<file path="config.mk">
export PLATFORM = sky130hd
export DESIGN_NAME = multimode_ff_bank_flat
export DESIGN_NICKNAME = d
export VERILOG_FILES = /design/src/rtl/multimode_ff_bank_pkg.sv /design/src/rtl/multimode_ff_bank_if.sv /design/src/rtl/multimode_ff_bank_chk.sv /design/src/rtl/multimode_ff_bit.sv /design/src/rtl/multimode_ff_bank.sv /design/src/flat_wrapper.sv
export SDC_FILE = /design/constraint.sdc
export NUM_CORES = 1
export LEC_CHECK = 0
export BUFFER_PORTS_ARGS = -buffer_cell sky130_fd_sc_hd__buf_2
export CELL_PAD_IN_SITES_DETAIL_PLACEMENT = 2
export CELL_PAD_IN_SITES_GLOBAL_PLACEMENT = 2
export CORE_ASPECT_RATIO = 0.5
export CORE_MARGIN = 4
export CORE_UTILIZATION = 28
export DETAILED_ROUTE_END_ITERATION = 8
export PLACE_DENSITY_LB_ADDON = 0.3
export SLEW_MARGIN = 20
export SYNTH_ARGS = -nofsm -noshare
export SYNTH_HDL_FRONTEND = slang
export SYNTH_SLANG_ARGS = --single-unit
</file>
<file path="constraint.sdc">
create_clock -name clk -period 1.7 [get_ports clk]
set_clock_uncertainty 0.2 [all_clocks]
set_input_delay 0 -clock clk [delete_from_list [all_inputs] [get_ports clk]]
set_output_delay 0 -clock clk [all_outputs]
set_load 0.01 [all_outputs]
</file>
<file path="src/rtl/multimode_ff_bank_pkg.sv">
// ----------------------------------------------------------------------------
// ff_pkg
// Shared definitions for the multimode flip-flop library.
//   ff_mode_t  : run-time flip-flop personality (JK / D / T / SR)
//   ff_next_t  : next-state bit plus illegal-input flag
//   ff_next()  : single-bit next-state rule, reusable by counters and FSMs
// ----------------------------------------------------------------------------
package ff_pkg;

    typedef enum logic [1:0] {
        FF_JK = 2'b00,
        FF_D  = 2'b01,
        FF_T  = 2'b10,
        FF_SR = 2'b11
    } ff_mode_t;

    typedef struct packed {
        logic nxt;
        logic illegal;
    } ff_next_t;

    // Next value of one flip-flop for the selected mode. An unknown or
    // unrecognised mode falls through to hold.
    function automatic ff_next_t ff_next(input ff_mode_t mode, input logic q,
                                         input logic a, input logic b);
        ff_next_t r;
        r.nxt     = q;
        r.illegal = 1'b0;
        case (mode)
            FF_JK: begin
                case ({a, b})
                    2'b10:   r.nxt = 1'b1;
                    2'b01:   r.nxt = 1'b0;
                    2'b11:   r.nxt = ~q;
                    default: r.nxt = q;
                endcase
            end
            FF_D: begin
                r.nxt = a;
            end
            FF_T: begin
                r.nxt = q ^ a;
            end
            FF_SR: begin
                case ({a, b})
                    2'b10:   r.nxt = 1'b1;
                    2'b01:   r.nxt = 1'b0;
                    2'b11: begin
                        // S=R=1 is forbidden: keep the state, report it
                        r.nxt     = q;
                        r.illegal = 1'b1;
                    end
                    default: r.nxt = q;
                endcase
            end
            default: begin
                r.nxt     = q;
                r.illegal = 1'b0;
            end
        endcase
        return r;
    endfunction

endpackage

</file>
<file path="src/rtl/multimode_ff_bank_if.sv">
// ----------------------------------------------------------------------------
// multimode_ff_bank_if
// Control/data bundle of the multimode flip-flop bank.
//   master : drives mode, en, a, b, set_mask, clr_mask, err_clr;
//            observes q, q_bar, changed, err
//   slave  : the bank itself (directions mirrored)
// ----------------------------------------------------------------------------
interface multimode_ff_bank_if #(
    parameter int WIDTH = 8
);
    import ff_pkg::*;

    ff_mode_t           mode;
    logic [WIDTH-1:0]   en;
    logic [WIDTH-1:0]   a;
    logic [WIDTH-1:0]   b;
    logic [WIDTH-1:0]   set_mask;
    logic [WIDTH-1:0]   clr_mask;
    logic               err_clr;
    logic [WIDTH-1:0]   q;
    logic [WIDTH-1:0]   q_bar;
    logic [WIDTH-1:0]   changed;
    logic [WIDTH-1:0]   err;

    modport master (
        output mode, en, a, b, set_mask, clr_mask, err_clr,
        input  q, q_bar, changed, err
    );

    modport slave (
        input  mode, en, a, b, set_mask, clr_mask, err_clr,
        output q, q_bar, changed, err
    );

endinterface

</file>
<file path="src/rtl/multimode_ff_bank_chk.sv">
// ----------------------------------------------------------------------------
// multimode_ff_bank_chk
// Simulation-only checks on the bank inputs.
//   clk, rst_n : clock and reset of the bank
//   i_mode     : mode input of the bank
//   i_en       : per-bit enables of the bank
// ----------------------------------------------------------------------------
module multimode_ff_bank_chk #(
    parameter int WIDTH = 8
) (
    input logic             clk,
    input logic             rst_n,
    input logic [1:0]       i_mode,
    input logic [WIDTH-1:0] i_en
);

    // An enabled bit with an unknown mode has no defined next state
    a_mode_known: assert property (@(posedge clk) disable iff (!rst_n)
        (|i_en) |-> !$isunknown(i_mode));

endmodule

</file>
<file path="src/rtl/multimode_ff_bit.sv">
// ----------------------------------------------------------------------------
// multimode_ff_bit
// One storage cell of the bank: state, change pulse and sticky SR error.
//   clk, rst_n            : clock, asynchronous active-low reset
//   i_mode                : shared mode (JK/D/T/SR)
//   i_en, i_a, i_b        : enable and operands for this bit
//   i_set, i_clr          : synchronous force-to-1 / force-to-0 (clr wins)
//   i_err_clr             : synchronous clear of the error flag
//   o_q, o_changed, o_err : registered state, change pulse, error flag
// ----------------------------------------------------------------------------
module multimode_ff_bit
    import ff_pkg::*;
#(
    parameter logic RESET_BIT  = 1'b0,
    parameter bit   ERR_ENABLE = 1'b1
) (
    input  logic     clk,
    input  logic     rst_n,
    input  ff_mode_t i_mode,
    input  logic     i_en,
    input  logic     i_a,
    input  logic     i_b,
    input  logic     i_set,
    input  logic     i_clr,
    input  logic     i_err_clr,
    output logic     o_q,
    output logic     o_changed,
    output logic     o_err
);

    logic     r_q;
    logic     r_changed;
    logic     r_err;
    ff_next_t w_rule;
    logic     w_q_next;
    logic     w_illegal;

    // Next state: clear beats set, set beats enable, enable selects the mode rule
    always_comb begin
        w_rule    = ff_next(i_mode, r_q, i_a, i_b);
        w_q_next  = r_q;
        w_illegal = 1'b0;
        if (i_clr) begin
            w_q_next = 1'b0;
        end else if (i_set) begin
            w_q_next = 1'b1;
        end else if (i_en) begin
            w_q_next  = w_rule.nxt;
            w_illegal = w_rule.illegal;
        end else begin
            w_q_next = r_q;
        end
    end

    // State, change pulse and sticky error; a fresh error outranks err_clr
    always_ff @(posedge clk or negedge rst_n) begin
        if (!rst_n) begin
            r_q       <= RESET_BIT;
            r_changed <= 1'b0;
            r_err     <= 1'b0;
        end else begin
            r_q       <= w_q_next;
            r_changed <= w_q_next ^ r_q;
            r_err     <= ERR_ENABLE ? (w_illegal | (r_err & ~i_err_clr)) : 1'b0;
        end
    end

    assign o_q       = r_q;
    assign o_changed = r_changed;
    assign o_err     = r_err;

endmodule

</file>
<file path="src/rtl/multimode_ff_bank.sv">
// ----------------------------------------------------------------------------
// multimode_ff_bank
// WIDTH flip-flops sharing one run-time mode (JK / D / T / SR), with per-bit
// enables, synchronous set/clear masks, change pulses and sticky SR errors.
//   clk   : rising-edge clock
//   rst_n : asynchronous active-low reset (q <= RESET_VAL, changed/err <= 0)
//   bus   : slave side of multimode_ff_bank_if (inputs mode/en/a/b/masks/
//           err_clr, outputs q/q_bar/changed/err)
// ----------------------------------------------------------------------------
module multimode_ff_bank
    import ff_pkg::*;
#(
    parameter int               WIDTH      = 8,
    parameter logic [WIDTH-1:0] RESET_VAL  = {WIDTH{1'b0}},
    parameter bit               ERR_ENABLE = 1'b1
) (
    input  logic                 clk,
    input  logic                 rst_n,
    multimode_ff_bank_if.slave   bus
);

    logic [WIDTH-1:0] w_q;
    logic [WIDTH-1:0] w_changed;
    logic [WIDTH-1:0] w_err;

    for (genvar gi = 0; gi < WIDTH; gi++) begin : g_bit
        multimode_ff_bit #(
            .RESET_BIT  (RESET_VAL[gi]),
            .ERR_ENABLE (ERR_ENABLE)
        ) u_bit (
            .clk       (clk),
            .rst_n     (rst_n),
            .i_mode    (bus.mode),
            .i_en      (bus.en[gi]),
            .i_a       (bus.a[gi]),
            .i_b       (bus.b[gi]),
            .i_set     (bus.set_mask[gi]),
            .i_clr     (bus.clr_mask[gi]),
            .i_err_clr (bus.err_clr),
            .o_q       (w_q[gi]),
            .o_changed (w_changed[gi]),
            .o_err     (w_err[gi])
        );
    end

    multimode_ff_bank_chk #(
        .WIDTH (WIDTH)
    ) u_chk (
        .clk    (clk),
        .rst_n  (rst_n),
        .i_mode (bus.mode),
        .i_en   (bus.en)
    );

    assign bus.q       = w_q;
    assign bus.q_bar   = ~w_q;
    assign bus.changed = w_changed;
    assign bus.err     = w_err;

endmodule

</file>
<file path="src/flat_wrapper.sv">
// flat-port wrapper written by rule: the top's interface ports become plain ports
module multimode_ff_bank_flat import ff_pkg::*;
#(
    parameter int               WIDTH      = 8,
    parameter logic [WIDTH-1:0] RESET_VAL  = {WIDTH{1'b0}},
    parameter bit               ERR_ENABLE = 1'b1
)
  (clk, rst_n, bus_mode, bus_en, bus_a, bus_b, bus_set_mask, bus_clr_mask, bus_err_clr, bus_q, bus_q_bar, bus_changed, bus_err);
  multimode_ff_bank_if #(.WIDTH(WIDTH)) bus_i ();
  input  logic clk;
  input  logic rst_n;
  input wire logic [$bits(bus_i.mode)-1:0] bus_mode;
  input wire logic [$bits(bus_i.en)-1:0] bus_en;
  input wire logic [$bits(bus_i.a)-1:0] bus_a;
  input wire logic [$bits(bus_i.b)-1:0] bus_b;
  input wire logic [$bits(bus_i.set_mask)-1:0] bus_set_mask;
  input wire logic [$bits(bus_i.clr_mask)-1:0] bus_clr_mask;
  input wire logic [$bits(bus_i.err_clr)-1:0] bus_err_clr;
  output wire logic [$bits(bus_i.q)-1:0] bus_q;
  output wire logic [$bits(bus_i.q_bar)-1:0] bus_q_bar;
  output wire logic [$bits(bus_i.changed)-1:0] bus_changed;
  output wire logic [$bits(bus_i.err)-1:0] bus_err;
  assign bus_i.mode = bus_mode;
  assign bus_i.en = bus_en;
  assign bus_i.a = bus_a;
  assign bus_i.b = bus_b;
  assign bus_i.set_mask = bus_set_mask;
  assign bus_i.clr_mask = bus_clr_mask;
  assign bus_i.err_clr = bus_err_clr;
  assign bus_q = bus_i.q;
  assign bus_q_bar = bus_i.q_bar;
  assign bus_changed = bus_i.changed;
  assign bus_err = bus_i.err;
  multimode_ff_bank #(.WIDTH(WIDTH), .RESET_VAL(RESET_VAL), .ERR_ENABLE(ERR_ENABLE)) u_core (.clk(clk), .rst_n(rst_n), .bus(bus_i));
endmodule
</file>
* Word level (Yosys, flattened, before mapping)
Cells that the tools add are included.
W data, S select, Z words.
** Cells by class
- Muxes and demuxes :: 88
- Equal/unequal tests :: 27
- Reduce and logical (&&, ||, !) cells :: 1
- Bitwise operators :: 42
** Operators with widths (number)
- $mux W1 :: 64
- $eq A2 B2 Y1 const B :: 18
- $pmux W1 S4 :: 8
- $pmux W1 S3 :: 8
- $eq A2 B1 Y1 const B :: 9
- $pmux W1 S2 :: 8
- $xor A1 B1 Y1 :: 16
- $not A1 Y1 :: 9
- $and A1 B1 Y1 :: 8
- $not A8 Y8 :: 1
- $or A1 B1 Y1 :: 8
- $logic_not A2 Y1 :: 1
** Word-level totals
- Logic and storage cells :: 182
- Output and inout bits :: 32
- Bits in registers :: 24
- Input port bits :: 45

* Logic depth before layout (Yosys ltp)
- Depth after elaboration :: 7
- Mapped depth :: 6
- Mapped depth without buffers :: 6

* Modules after synthesis
A second synthesis with hierarchy kept.
** Second synthesis, totals
- Cell total of the unflattened synthesis :: 216
- Area, all modules :: 1891.8 um^2
** Modules (own cells, without submodules)
- multimode_ff_bit :: area an instance 232.7 um^2, seq. area each 75.1 um^2, cells an instance 26, times used 8
- multimode_ff_bank :: area an instance 30.0 um^2, seq. area each 0.0 um^2, cells an instance 8, times used 1

* Least setup slack after synthesis
Ideal clock, no wire load.
- Kind :: register -> register
- From :: register u_core.g_bit[1].u_bit.r_q
- To :: register u_core.g_bit[1].u_bit.r_changed
- Cell stages (with the launch flop) :: 5
- Clock period less this slack :: 1.579 ns
- Data required time :: 1.380 ns
- Arrival time :: 1.260 ns
- Slack :: 0.121 ns
- Buffers on the path :: 0
- Library setup time :: 0.120 ns
- Cell sequence :: dfrtp_1 inv_1 o32a_1 a41o_1 a31o_1
** Between the ends
- Cells in the longest elaborated chain, start to end :: 7
- Elaborated cells between the ends (all ways) :: 9
- Those cells by class :: mux (6); bitwise (3)
** Ends and longest elaborated chain
- start: declaration :: RTL line multimode_ff_bit.sv:31 : logic r_q;
- start signal: assignment :: RTL line multimode_ff_bit.sv:62 : r_q <= w_q_next;
- $not A1 Y1 :: RTL line multimode_ff_bank_pkg.sv:34 : 2'b11: r.nxt = ~q;
- $pmux W1 S3 :: RTL line multimode_ff_bank_pkg.sv:31 : case ({a, b})
- $pmux W1 S4 :: RTL line multimode_ff_bank_pkg.sv:29 : case (mode)
- $mux W1 :: RTL line multimode_ff_bit.sv:47 : end else if (i_en) begin
- $mux W1 :: RTL line multimode_ff_bit.sv:45 : end else if (i_set) begin
- $mux W1 :: RTL line multimode_ff_bit.sv:43 : if (i_clr) begin
- $xor A1 B1 Y1 (*) :: RTL line multimode_ff_bit.sv:63 : r_changed <= w_q_next ^ r_q;
- end signal: assignment :: RTL line multimode_ff_bit.sv:63
- end: declaration :: RTL line multimode_ff_bit.sv:32 : logic r_changed;
Mark *: on every way between the ends. The rest lies on a longest branch, timed or not.

* Final worst setup path
- From :: input bus_en[6]
- To :: register u_core.g_bit[6].u_bit.r_err
** Between the ends
- Cells in the longest elaborated chain, start to end :: 4
** Ends and longest elaborated chain
- start: declaration :: RTL line flat_wrapper.sv:13 : input wire logic [$bits(bus_i.en)-1:0] bus_en;
- $mux W1 :: RTL line multimode_ff_bit.sv:47
- $mux W1 :: RTL line multimode_ff_bit.sv:45
- $mux W1 :: RTL line multimode_ff_bit.sv:43
- $or A1 B1 Y1 :: RTL line multimode_ff_bit.sv:64 : r_err <= ERR_ENABLE ? (w_illegal | (r_err & ~i_err_clr)) : 1'b0;
- end signal: assignment :: RTL line multimode_ff_bit.sv:64
- end: declaration :: RTL line multimode_ff_bit.sv:33 : logic r_err;
Every way passes these cells.

==> results.txt <==
Across every metal layer, demand over resource in global routing totals 0.171. The initial core utilization came out at 0.291. For this run, the detailed router's first-pass iteration total came to 4. The final count of hold timing violations came to 0.

Across the run, the number of max-cap violations was 0. The number of warnings issued by yosys is 0. The timing-limited maximum frequency came out at 606 MHz. The count of flip-flops with a built-in enable after synthesis is 0.

Detailed routing inserted a total of around 2000 vias. The gate count of the mapped netlist came out at approximately 210. The leakage power is 1.48 nW. The final weighted congestion of routability-driven global placement is about 0.82. The total of endpoints with negative setup slack in the final report is 0. The number of levels in the clock H-tree came out at 1. After detailed routing, the number of remaining DRC violations is 0. The critical path class is input pin to flop. The number of pins exceeding their max-slew limit in the final report came out at 0.

CTS placed an instance of sky130_fd_sc_hd__clkbuf_16 at the clock tree root. Across the VDD grid, the largest voltage drop is 277 uV. STA puts the critical path data arrival time at ~1.6 ns.

The number of antenna violations at the first check in global routing is 0. The worst setup path is launched from an input pin. STA puts the critical path data required time at 1.65 ns.

TritonCTS built the clock tree. The detailed-route vias per instance came out at around 5. The average cell area after synthesis is around 9.5 um^2. The run finished with clean final reports.

The clock passes through at most 2 buffers. The routed wire length per instance is 17.6 um. The number of library cell types mapped by synthesis is 34. The power density over the cells came out at approximately 630 nW/um^2.

The clock input transition at the sequential cells of the worst setup and hold paths is approximately 0.07 ns. STA classifies the critical path endpoint as a flop. For this run, the leading register cell type out of synthesis is sky130_fd_sc_hd__dfrtp_1. The core footprint came out at approximately 6700 um^2.

The layout-stage area growth over the synthesis result came out at 43.5%. The library cells used most frequently in the layout, excluding fill and tap cells, are sky130_fd_sc_hd__buf_2, sky130_fd_sc_hd__dlygate4sd3_1, sky130_fd_sc_hd__inv_1. The tightest min-delay check is of the input pin to flop type. During placement, the flow inserted port buffers numbering 76. At the pin with the least slew margin, the transition time is about 0.60 ns. The fraction of the cycle the final worst path needs came out at 0.971. The initial detailed-routing violation count came out at approximately 100.

Entering global routing, the biggest net connects 25 pins. The total nets after synthesis is 268. The total cell area at the placement stage is ~2300 um^2. After detailed routing, the total wire length is roughly 7000 um.

Setup repair after global routing could not meet its margin everywhere. The die span in x is about 130 um. The number of CTS-inserted buffers came out at 3.

The cell area after layout is roughly 2800 um^2. The number of placement rows is 21. The library cell used most frequently in the layout, excluding fill and tap cells, is sky130_fd_sc_hd__buf_2. The vertical die dimension is ~67 um. The synthesized design contains 24 register bits. The sequential-to-total area share from yosys stat is 0.307. The I/O pin count is 77.

The net count of the finished layout is approximately 370. The diode insertion count for antenna repair came out at 0. The via count of the first global-routing pass is ~2300. The synthesized cell area came out at a little under 2000 um^2. The tree built by TritonCTS fans out to 24 sinks. The top fanout value on the critical path came out at 3. The remaining global-route overflow is 0.

In this run the remaining antenna-violating nets after routing total 0. In the final layout, the share of cells above drive strength 1 is 0.327. The final critical delay including setup and external delays came out at 1.65 ns.

The die covers 8470 um^2. The clock latency reported for the late side of the worst-skew pair is around 0.26 ns. The wire length of the first global-routing pass is roughly 12000 um. The worst max-slew margin expressed relative to the limit came out at 0.600. The share of flip-flops with an asynchronous set or reset after synthesis came out at 1.00.

The final core utilization came out at 0.417. The detailed placement HPWL is just over 5000 um.
[synthesized netlist by cell type, types with 2 or more instances]
cell	n	area [um^2]
sky130_fd_sc_hd__a21oi_1	2	10.0
sky130_fd_sc_hd__a311oi_1	7	61.3
sky130_fd_sc_hd__a31o_1	7	61.3
sky130_fd_sc_hd__a32oi_1	7	61.3
sky130_fd_sc_hd__a41o_1	14	140
sky130_fd_sc_hd__buf_2	4	20.0
sky130_fd_sc_hd__buf_4	24	180
sky130_fd_sc_hd__dfrtp_1	24	601
sky130_fd_sc_hd__ha_1	16	200
sky130_fd_sc_hd__inv_1	24	90.1
sky130_fd_sc_hd__mux2i_1	7	70.1
sky130_fd_sc_hd__nand2_1	2	7.51
sky130_fd_sc_hd__nor2_1	15	56.3
sky130_fd_sc_hd__nor2b_1	16	100
sky130_fd_sc_hd__o21a_1	7	52.6
sky130_fd_sc_hd__o32a_1	7	70.1
sky130_fd_sc_hd__or3_1	7	43.8
[worst paths after layout]
path,startpoint,endpoint,slack [ns],cells past startpoint
max in group asynchronous,rst_n,u_core.g_bit[3].u_bit.o_q,0.80,2
min,bus_b[0],u_core.g_bit[0].u_bit.o_err,0.007,4
min in group asynchronous,rst_n,u_core.g_bit[2].u_bit.o_changed,0.07,2
min reg2reg,u_core.g_bit[0].u_bit.o_err,u_core.g_bit[0].u_bit.o_err,0.31,2
max,bus_en[6],u_core.g_bit[6].u_bit.o_err,0.05,5
max reg2reg,u_core.g_bit[2].u_bit.o_q,u_core.g_bit[2].u_bit.o_changed,0.07,4
[cell families after synthesis]
kind of cell | synth area share
adder cells (fa/ha/maj) | 0.102
AND/OR/NAND/NOR | 0.138
buffers and inverters | 0.154
AO/OA/AOI/OAI | 0.251
multiplexers | 0.0473
flip-flops | 0.307
[layer usage]
metal | vias up | wire length, um | GRT usage
li1 | 942 | - | -
met1 | 1004 | 3060 | 0.201
met2 | 42 | 3680 | 0.342
met3 | 2 | 254 | 0.0264
met4 | 0 | 31 | 0.0241
met5 | - | 0 | 0
[state kept, by name (all words and copies together), names as in the netlist]
| signal | flops |
|---|---|
| u_core.g_bit.u_bit.o_changed | 8 |
| u_core.g_bit.u_bit.o_err | 8 |
| u_core.g_bit.u_bit.o_q | 8 |
[final cells by class]
cell class | instances | area, um^2
Fill cell | 777 | 3920
Multi-Input combinational cell | 130 | 1060
Timing Repair Buffer | 124 | 848
Sequential cell | 24 | 603
Tap cell | 92 | 115
Inverter | 24 | 90.1
Clock buffer | 4 | 88.8
[timing repair]
action | in CTS | in global routing
gates resized for setup | 0 | 8
buffers inserted | 0 | 3
hold buffers | 35 | 0
endpoints found under the hold margin | 48 | 0
setup endpoints to repair | 0 | 10
[report_power, final]
group	switching (mW)	leakage [nW]	total, mW	internal [mW]
logic	0.280	1.12	0.550	0.270
clock network	0.229	0.0442	0.589	0.361
registers	0.0256	0.308	0.637	0.611
[worst max-delay path: stages]
cell,delay [ns]
sky130_fd_sc_hd__dlygate4sd3_1,0.54
sky130_fd_sc_hd__buf_2,0.14
sky130_fd_sc_hd__nor2b_1,0.15
sky130_fd_sc_hd__a41o_1,0.21
sky130_fd_sc_hd__dlygate4sd3_1,0.56
[stage by stage]
stage	hold WS (ns)	std cells	worst slack, ns	power, mW	TNS, ns
floorplan	-0.496	207	0.121	0.937	0
global placement	-0.154	357	0.0821	1.10	0
detailed placement	-0.147	357	0.0158	1.13	0
CTS	0.0187	396	0.0380	1.79	0
global route	0.0394	398	-0.000156	1.90	-0.000156
finish	0.00715	398	0.0497	1.78	0
No activity file was read; power rests on OpenSTA's default activity.
